File: config.mk
export PLATFORM = sky130hd
export DESIGN_NAME = elevator_ctrl
export DESIGN_NICKNAME = d
export VERILOG_FILES = /design/src/rtl/elevator_ctrl.sv
export SDC_FILE = /design/constraint.sdc
export NUM_CORES = 1
export LEC_CHECK = 0
export BUFFER_PORTS_ARGS = -buffer_cell sky130_fd_sc_hd__buf_4
export CELL_PAD_IN_SITES_DETAIL_PLACEMENT = 1
export CELL_PAD_IN_SITES_GLOBAL_PLACEMENT = 1
export CORE_MARGIN = 1
export CORE_UTILIZATION = 37
export CTS_CLUSTER_SIZE = 16
export DETAILED_ROUTE_END_ITERATION = 8
export GPL_ROUTABILITY_DRIVEN = 0
export PLACE_DENSITY = 0.82
export SKIP_CTS_REPAIR_TIMING = 1
export SLEW_MARGIN = 40
export SYNTH_ARGS = -nofsm -noshare
export SYNTH_HDL_FRONTEND = slang
export SYNTH_SLANG_ARGS = --single-unit
export TNS_END_PERCENT = 5
File: constraint.sdc
create_clock -name clk_in -period 2 [get_ports clk_in]
set_input_delay 0.5 -clock clk_in [delete_from_list [all_inputs] [get_ports clk_in]]
set_output_delay 0.5 -clock clk_in [all_outputs]
set_load 0.02 [all_outputs]
File: src/rtl/elevator_ctrl.sv
// rtl/elevator_ctrl.sv - SCAN elevator request scheduler and tick-timed motion sequencer
module elevator_ctrl #(
    parameter int N_FLOOR    = 4,
    parameter int FW         = $clog2(N_FLOOR),
    parameter int MOVE_TICKS = 2,
    parameter int DOOR_TICKS = 3
) (
    input  logic               clk_in,
    input  logic               rst,
    input  logic               tick,
    input  logic [N_FLOOR-1:0] req,
    output logic [FW-1:0]      floor,
    output logic               dir_up,
    output logic               moving,
    output logic               door_open,
    output logic [N_FLOOR-1:0] pending
);

    localparam int MAX_T = (MOVE_TICKS > DOOR_TICKS) ? MOVE_TICKS : DOOR_TICKS;
    localparam int CW    = $clog2(MAX_T + 1);
    localparam logic [CW-1:0] MOVE_LAST = CW'(MOVE_TICKS);
    localparam logic [CW-1:0] DOOR_LAST = CW'(DOOR_TICKS);

    typedef enum logic [1:0] {
        S_IDLE = 2'd0,
        S_MOVE = 2'd1,
        S_DOOR = 2'd2
    } state_t;

    state_t             state_q, state_d;
    logic [FW-1:0]      floor_q, floor_d;
    logic               dir_up_q, dir_up_d;
    logic [N_FLOOR-1:0] pending_q, pending_d;
    logic [CW-1:0]      cnt_q, cnt_d;
    logic               moving_q, door_q;

    logic               above, below, here;
    logic [FW-1:0]      floor_step;
    logic [CW-1:0]      cnt_inc;
    logic [N_FLOOR-1:0] clr;

    function automatic logic [N_FLOOR-1:0] onehot(input logic [FW-1:0] f);
        logic [N_FLOOR-1:0] v;
        v    = '0;
        v[f] = 1'b1;
        return v;
    endfunction

    always_comb begin
        above = 1'b0;
        below = 1'b0;
        for (int i = 0; i < N_FLOOR; i++) begin
            if (pending_q[i]) begin
                if (i > int'(floor_q)) above = 1'b1;
                if (i < int'(floor_q)) below = 1'b1;
            end
        end
        here       = pending_q[floor_q];
        floor_step = dir_up_q ? floor_q + FW'(1) : floor_q - FW'(1);
        cnt_inc    = cnt_q + CW'(1);
    end

    always_comb begin
        state_d  = state_q;
        floor_d  = floor_q;
        dir_up_d = dir_up_q;
        cnt_d    = cnt_q;
        clr      = '0;
        case (state_q)
            S_IDLE: begin
                // Ticks are ignored here; the counter is held clear for the next state.
                cnt_d = '0;
                if (here) begin
                    state_d = S_DOOR;
                    clr     = onehot(floor_q);
                end else if (dir_up_q && above) begin
                    state_d = S_MOVE;
                end else if (!dir_up_q && below) begin
                    state_d = S_MOVE;
                end else if (above) begin
                    dir_up_d = 1'b1;
                    state_d  = S_MOVE;
                end else if (below) begin
                    dir_up_d = 1'b0;
                    state_d  = S_MOVE;
                end
            end
            S_MOVE: begin
                if (tick) begin
                    if (cnt_inc == MOVE_LAST) begin
                        floor_d = floor_step;
                        cnt_d   = '0;
                        // A call at the arriving floor, latched or live, stops the car there.
                        if (pending_q[floor_step] || req[floor_step]) begin
                            state_d = S_DOOR;
                            clr     = onehot(floor_step);
                        end
                    end else begin
                        cnt_d = cnt_inc;
                    end
                end
            end
            S_DOOR: begin
                clr = onehot(floor_q);
                if (tick) begin
                    if (cnt_inc == DOOR_LAST) begin
                        state_d = S_IDLE;
                        cnt_d   = '0;
                    end else begin
                        cnt_d = cnt_inc;
                    end
                end
            end
            default: begin
                state_d = S_IDLE;
                cnt_d   = '0;
            end
        endcase
        pending_d = (pending_q | req) & ~clr;
    end

    always_ff @(posedge clk_in) begin
        if (rst) begin
            state_q   <= S_IDLE;
            floor_q   <= '0;
            dir_up_q  <= 1'b1;
            pending_q <= '0;
            cnt_q     <= '0;
            moving_q  <= 1'b0;
            door_q    <= 1'b0;
        end else begin
            state_q   <= state_d;
            floor_q   <= floor_d;
            dir_up_q  <= dir_up_d;
            pending_q <= pending_d;
            cnt_q     <= cnt_d;
            moving_q  <= (state_d == S_MOVE);
            door_q    <= (state_d == S_DOOR);
        end
    end

    assign floor     = floor_q;
    assign dir_up    = dir_up_q;
    assign moving    = moving_q;
    assign door_open = door_q;
    assign pending   = pending_q;

endmodule

==> results.yml, run 1 <==
outcome:
  status: "complete, but fails checks"
  failed_checks: "negative setup slack"
sta:
  fin_crit_ps: 2029
  tightest_slew_ps: 454.5
  rsz0062_at_grt: "yes"
  slew_viol_final: 0
  setup_tns_ps: -28.51
  maxSlewHeadroom: 0.6942
  hold_viol: 0
  skew_ps: 13.74
  finalSetupViolCount: 1
  fin_crit_sh: 1.014
  layout_setup_ws_ps: -28.51
  fmax_mhz: 493.0
synth:
  synth_top_family_by_area: "compound AO/OA/AOI/OAI gates"
  synth-seq-area-share: 0.2917
  yosys.cell_types.count: 38
  synthFlopType: "dfxtp_1"
  synthXorXnorAreaFrac: 0.02805
  syn_area_um2: 892.1
  synth_mux_area_frac: 0.05049
  yosysWarnings: 0
  synth-adder-area-share: 0.1403
  avgSynthCellArea_um2: 9.490
  synthSimpleGateAreaFrac: 0.2118
  syn_inst: 94
  yosys_register_bits: 13
  synthArstFlopShare: 0
  synth_edf_count: 0
  synth_nets: 111
  synth-compound-area-share: 0.2272
power_and_ir_drop:
  p_int_mw: 0.6066
  ir_drop_mv: 0.5773
  combinationalPowerShare: 0.515
  seq_power_share: 0.319
  totalPowerFinal_mw: 1.048
  clockPowerShare: 0.166
  leakagePower_nw: 0.4855
  swShare: 0.4210
  power_switching_mw: 0.4410
  powerDensity_nw_per_um2: 893.6
grt:
  grt_pass1_vias: 823
  grt_overflow: 0
  grt_max_degree: 14
  antenna_found_initial: 0
  track_usage: 0.1959
  grt_pass1_wl_mm: 3.801
placed_design:
  portBuffers: 15
  place_inst: 136
  preCtsSetupSlack_ps: 22.76
  dp_hpwl_mm: 1.750
routing:
  num_vias: 827
  drt_iter0_drc: 30
  drt_first_pass_iters: 4
  route.detailed.drc: 0
  routed_wl_mm: 2.652
  antenna_left: 0
  routed_via_density: 5.588
  wl_per_cell_um: 17.92
clock_network:
  cts_root_buffer: "clkbuf_4"
  cts.clk_slew.worst_paths_ps: 100
  clk_latency_ps: 290
  clock-sinks: 13
  cts_buffers: 3
  cts_tree: "built"
  ctsLongestPathBuffers: 2
  cts.htree.levels: 1
setup_path:
  cp-end-kind: "register"
  path_max_fanout: 6
  required_ps: 2190
  crit-reg2reg-launch: "floor[0]"
  r2r_slack_ps: -30
  critPathArrivalTime_ps: 2220
  r2r_end: "door_open"
  setup.worst_path.end: "door_open"
  worstSetupStartpoint: "floor[0]"
  crit_type: "reg -> reg"
  worstSetupStartpointType: "register"
  reg2regPathDepth: 7
hold_path:
  min_path_type: "in -> reg"
cells_and_area:
  final_cells: 148
  synthToLayoutAreaGrowth_pct: 31.42
  antennaDiodeCount: 0
  final_nets: 138
  n_fill_cell: 270
  final_common_cell: "buf_4"
  finalCoreUtilization: 0.5249
  layout_common_cells: "buf_4 (24), dfxtp_1 (11), nor2_1 (9), ha_1 (9), inv_1 (8)"
  layout-drive-gt1-share: 0.3833
floorplanning:
  die_w_um: 51.10
  dieArea_um2: 2611
  coreArea_um2: 2233
  initial_core_util: 0.3994
  io_pins: 16
  die_h_um: 51.10
  rows: 17
job:
  cap_violations: 0
cell families (layout without fill, tap and decap cells):
group	count (synthesis)	in the layout
xor+xnor	2	2
compound gates	24	24
mux	2	2
flops	13	13
fa+ha+maj	10	10
buf+inv	12	38
simple gates	31	31
per-layer routing:
metal	track usage	wire [um]	part of all wire	vias up
li1	-	-	-	391
met1	0.2495	1225	0.46	405
met2	0.3224	1262	0.48	29
met3	0.05357	148	0.056	2
met4	0.05093	17	0.0064	0
met5	0	0	0	-
through the flow:
| stage | instance area (um2) | hold WS [ps] |
|---|---|---|
| final | 1172 | 520.6 |
| after detailed placement | 1060 | 526.5 |
| after CTS | 1086 | 516.9 |
| after global placement | 1060 | 519.3 |
| after global routing | 1172 | 527.9 |
| after floorplan | 912.1 | 492.9 |
worst max-delay path, cell delays in order, from the launching register on:
cell and delay [ps]:
dfxtp_4 400, inv_6 50, ha_4 260, xor2_2 170, mux4_2 350, a221oi_2 300, a21o_1 210, nor4b_4 200
sequential cells by signal, indices dropped and copies added, names as in the netlist:
name / flops
pending: 4
cnt_q: 2
floor: 2
state_q: 2
dir_up: 1
door_open: 1
moving: 1
worst min path at each step:
stage	endpoint	slack (ps)	startpoint	cells after the start
floorplan	cnt_q[0]	490	cnt_q[0]	2
global placement	cnt_q[0]	520	cnt_q[0]	2
detailed placement	cnt_q[0]	530	cnt_q[0]	2
CTS	pending[1]	520	rst	2
global route	pending[1]	530	rst	2
finish	floor[1]	520	rst	2
area by class of cell:
cell class	instances	area, um2	share of cell area
multi-input cells	69	618.1	0.5272
flip-flops and latches	13	267.8	0.2284
repair buffers	24	180.2	0.1537
inverters	10	45.04	0.03842
well taps	28	35.03	0.02988
clock buffers	4	26.28	0.02241
power groups by stage:
stage	sequential (mW)	clock [mW]	combinational, mW
after CTS	0.332	0.173	0.497
after floorplan	0.363	0	0.332
after global routing	0.338	0.196	0.576
after detailed placement	0.338	0	0.491
final	0.334	0.174	0.539
after global placement	0.337	0	0.474
Yosys cell counts, types with 2 or more instances:
| library cell | number | share of area |
|---|---|---|
| mux4_2 | 2 | 0.050 |
| o21ai_0 | 4 | 0.022 |
| a2111oi_2 | 3 | 0.050 |
| nor3_1 | 2 | 0.011 |
| dfxtp_1 | 13 | 0.29 |
| ha_1 | 10 | 0.14 |
| nor4_1 | 2 | 0.014 |
| nor2_1 | 10 | 0.042 |
| nand2b_1 | 2 | 0.014 |
| nand2_1 | 6 | 0.025 |
| a21oi_1 | 4 | 0.022 |
| inv_1 | 10 | 0.042 |
Power figures use the tool's default switching activity.
==> run 2, diff against run 1 <==
- REMOVE_ABC_BUFFERS: default -> 1
==> run 2 against run 1 <==
The flow now finishes without violations. Sequential power hardly changed. Global-route usage is 1.9 points higher. Final cell count is 2.0% lower. Sequential share of layout area is 0.22 points higher. Flip-flop and latch count stayed put. Routed wire length is 12% lower. Clock-buffer cell count is 1 lower. Cell area is 3.7% lower. Combinational power is 3.7% higher. Via count is 5.1% lower. Critical path depth stayed put. Register-to-register slack better by 90 ps. Critical path type unchanged.
==> results.yml, run 2 (same netlist as run 1, synthesis figures left out) <==
routing:
  routed_via_density: 5.414
  antenna_left: 0
  wl_per_cell_um: 16.06
  drt_first_pass_iters: 4
  routed_wl_mm: 2.329
  num_vias: 785
  drt_iter0_drc: 8
  route.detailed.drc: 0
sta:
  fin_crit_ps: 1942
  fmax_mhz: 514.9
  maxSlewHeadroom: 0.7211
  finalSetupViolCount: 0
  tightest_slew_ps: 418.3
  skew_ps: 5.692
  hold_viol: 0
  slew_viol_final: 0
  fin_crit_sh: 0.9710
clock_network:
  cts.clk_slew.worst_paths_ps: 90
  clock-sinks: 13
  cts_tree: "built"
  cts_buffers: 3
  cts_root_buffer: "clkbuf_4"
  cts.htree.levels: 1
  clk_latency_ps: 280
  ctsLongestPathBuffers: 2
cells_and_area:
  ff_latch_area_um2: 260.3
  layout-drive-gt1-share: 0.3590
  final_nets: 135
  final_common_cell: "buf_4"
  multi_input_area_um2: 610.6
  n_fill_cell: 279
  layout_common_cells: "buf_4 (21), dfxtp_1 (13), inv_1 (10)"
  synthToLayoutAreaGrowth_pct: 26.51
  antennaDiodeCount: 0
  largest_reg_flops: 4
  final_cells: 145
floorplanning:
  die_h_um: 51.10
  io_pins: 16
  dieArea_um2: 2611
  rows: 17
  initial_core_util: 0.3994
  coreArea_um2: 2233
  die_w_um: 51.10
power_and_ir_drop:
  totalPowerFinal_mw: 1.060
  leakagePower_nw: 0.4658
  ir_drop_mv: 0.4315
  powerDensity_nw_per_um2: 939.3
grt:
  grt_pass1_vias: 844
  grt_overflow: 0
  track_usage: 0.2151
  grt_max_degree: 14
  grt_pass1_wl_mm: 4.036
  antenna_found_initial: 0
setup_path:
  critPathArrivalTime_ps: 2140
  reg2regPathDepth: 7
  max_stage_delay_ps: 560
  path_max_fanout: 8
  cp_common_cell: "buf_4"
  crit-reg2reg-launch: "floor[1]"
  cp_slowest_cell: "mux4_2"
  r2r_end: "moving"
  cp-end-kind: "register"
  crit_type: "reg -> reg"
  path_cells: "buf_4, mux4_2, nor2b_4, o21ai_2, a21o_1, buf_4, nor4b_4"
  worstSetupStartpointType: "register"
  r2r_slack_ps: 60
  required_ps: 2200
placed_design:
  place_inst: 139
  portBuffers: 15
  dp_hpwl_mm: 1.804
hold_path:
  min_path_type: "in -> reg"
  hold_end: "floor[0]"
  hp-start: "rst"
  hold_depth: 2
job:
  cap_violations: 0
outcome:
  status: "finished clean"
-- run 2: worst max-delay path by stage --
stage                         from   endpoint  cells past startpoint
after floorplan           floor[0]  door_open                      7
after global placement    floor[0]  door_open                      7
after detailed placement  floor[1]  door_open                      7
after CTS                 floor[1]  door_open                      7
after global routing      floor[1]     moving                      7
final                     floor[1]     moving                      7
-- run 2: critical path, delay by kind of cell (launching register included) --
kind                   cells  cell delay [ps]
buffers and inverters      2              320
muxes                      1              560
AOI/OAI and AO/OA          2              270
DFF                        1              340
and+or+nand+nor            2              380
-- run 2: cell type report --
class	count	share of cell area
repair buffers	21	0.1397
inverters	10	0.03326
clock inverters	1	0.004435
clock buffers	3	0.01996
multi-input cells	69	0.5410
flip-flops and latches	13	0.2306
well taps	28	0.03104
-- run 2: through the flow --
step / worst slack, ps / hold slack (ps) / TNS, ps / instance area, um2 / utilization
after floorplan: -316.9 / 484.3 / -875.7 / 884.6 / -
after global placement: 146.8 / 518.7 / 0 / 1062 / 0.4756
after detailed placement: 26.78 / 540.0 / 0 / 1062 / 0.4756
after CTS: 21.95 / 521.4 / 0 / 1090 / 0.4880
after global routing: -14.09 / 525.2 / -14.09 / 1129 / 0.5053
final: 58.00 / 519.8 / 0 / 1129 / 0.5053
-- run 2: layer usage --
| layer | routed length [um] | global-route usage | up-vias |
|---|---|---|---|
| li1 | - | - | 387 |
| met1 | 1018 | 0.2532 | 382 |
| met2 | 1222 | 0.3750 | 14 |
| met3 | 70 | 0.06250 | 2 |
| met4 | 17 | 0.06019 | 0 |
| met5 | 0 | 0 | - |
-- run 2: power by group --
part | internal, mW | total (mW) | switching, mW | leakage [nW]
Combinational | 0.258 | 0.559 | 0.301 | 0.341
Sequential | 0.303 | 0.333 | 0.0304 | 0.107
Clock | 0.0742 | 0.168 | 0.0940 | 0.0177
==> run 3, diff against run 2 <==
- RECOVER_POWER: default -> 100
==> run 3 against run 2 <==
Clock skew grew 1.6 ps. Combinational power down 5.0%. Routed wire length shrank 0.64%. First-iteration DRC count shrank 63%. Largest power group unchanged. Highest routed layer unchanged.
==> results.yml, run 3 (same netlist as run 1, synthesis figures left out) <==
grt:
  grt_overflow: 0
  grt_pass1_vias: 844
  grt_max_degree: 14
  antenna_found_initial: 0
  track_usage: 0.2151
  grt_pass1_wl_mm: 4.036
hold_path:
  hold_end: "floor[0]"
  hp-start: "rst"
  min_path_type: "in -> reg"
  hold_depth: 2
setup_path:
  reg2regPathDepth: 7
  path_max_fanout: 8
  critical_path.n_buffers_inverters: 2
  cp_common_cell: "buf_4"
  required_ps: 2200
  max_stage_delay_ps: 560
  cp_slowest_cell: "mux4_2"
  critPathArrivalTime_ps: 2140
  worstSetupStartpointType: "register"
  crit-reg2reg-launch: "floor[1]"
  crit_type: "reg -> reg"
  cp-end-kind: "register"
  cp_top_family: "multiplexers"
  path_cells: "buf_4, mux4_2, nor2b_4, o21ai_2, a21o_1, buf_4, nor4b_4"
  r2r_end: "moving"
  r2r_slack_ps: 60
sta:
  finalSetupViolCount: 0
  slew_viol_final: 0
  hold_viol: 0
  fin_crit_sh: 0.9689
  skew_ps: 7.324
  maxSlewHeadroom: 0.7258
  tightest_slew_ps: 411.4
  fin_crit_ps: 1938
  hold_ws_ps: 512.5
  fmax_mhz: 516.1
  layout_setup_ws_ps: 62.24
clock_network:
  clk_latency_ps: 280
  clock-sinks: 13
  cts.htree.levels: 1
  cts.clk_slew.worst_paths_ps: 90
  ctsLongestPathBuffers: 2
  cts_tree: "built"
  cts_root_buffer: "clkbuf_4"
  cts_buffers: 3
routing:
  drt_iter0_drc: 3
  wl_per_cell_um: 15.96
  num_vias: 785
  routed_via_density: 5.414
  antenna_left: 0
  route.detailed.drc: 0
  routed_wl_mm: 2.314
  drt_first_pass_iters: 4
placed_design:
  preCtsSetupSlack_ps: 26.78
  place_inst: 139
  portBuffers: 15
  dp_hpwl_mm: 1.804
power_and_ir_drop:
  ir_drop_mv: 0.4279
  totalPowerFinal_mw: 1.030
  leakagePower_nw: 0.4368
  powerDensity_nw_per_um2: 943.2
cells_and_area:
  n_fill_cell: 283
  final_nets: 135
  multi_input_area_um2: 600.6
  ff_latch_area_um2: 260.3
  largest_reg_flops: 4
  antennaDiodeCount: 0
  finalCoreUtilization: 0.4891
  layout_common_cells: "buf_4 (14), dfxtp_1 (13), inv_1 (10)"
  final_cells: 145
  layout-drive-gt1-share: 0.2821
  synthToLayoutAreaGrowth_pct: 22.44
  final_common_cell: "buf_4"
outcome:
  status: "finished clean"
floorplanning:
  coreArea_um2: 2233
  die_h_um: 51.10
  rows: 17
  dieArea_um2: 2611
  io_pins: 16
  die_w_um: 51.10
  initial_core_util: 0.3994
job:
  cap_violations: 0
## run 3: worst max path at each step
stage / from / endpoint / slack (ps) / depth (start not counted)
2_1_floorplan: floor[0] / door_open / -320 / 7
3_3_place_gp: floor[0] / door_open / 150 / 7
3_5_place_dp: floor[1] / door_open / 30 / 7
4_1_cts: floor[1] / door_open / 20 / 7
5_1_grt: floor[1] / moving / -10 / 7
6_report: floor[1] / moving / 60 / 7
## run 3: area by class of cell
class	instances	share of cell area
repair buffers	21	0.1203
clock inverters	1	0.004582
multi-input cells	69	0.5498
flip-flops and latches	13	0.2383
well taps	28	0.03207
clock buffers	3	0.02062
inverters	10	0.03436
## run 3: per-layer routing
metal  global-route usage  vias to the layer above  part of all wire
li1                     -                      389                 -
met1               0.2532                      384              0.44
met2               0.3750                       10              0.53
met3              0.06250                        2             0.025
met4              0.06019                        0            0.0069
met5                    0                        -                 0
## run 3: stage by stage
stage	instance area, um2	TNS [ps]
5_1_grt	1092	-14.09
2_1_floorplan	884.6	-875.7
3_3_place_gp	1062	0
6_report	1092	0
4_1_cts	1090	0
3_5_place_dp	1062	0
## run 3: report_power, final
| group | internal (mW) | leakage (nW) | switching [mW] | total, mW |
|---|---|---|---|---|
| combinational | 0.236 | 0.312 | 0.295 | 0.531 |
| sequential | 0.303 | 0.107 | 0.0295 | 0.332 |
| clock | 0.0742 | 0.0177 | 0.0928 | 0.167 |
## run 3: worst register-to-register path, stage by stage, from the launching register on
cell	delay (ps)
dfxtp_1	340
buf_4	170
mux4_2	560
nor2b_4	170
o21ai_2	70
a21o_1	200
buf_4	150
nor4b_4	210
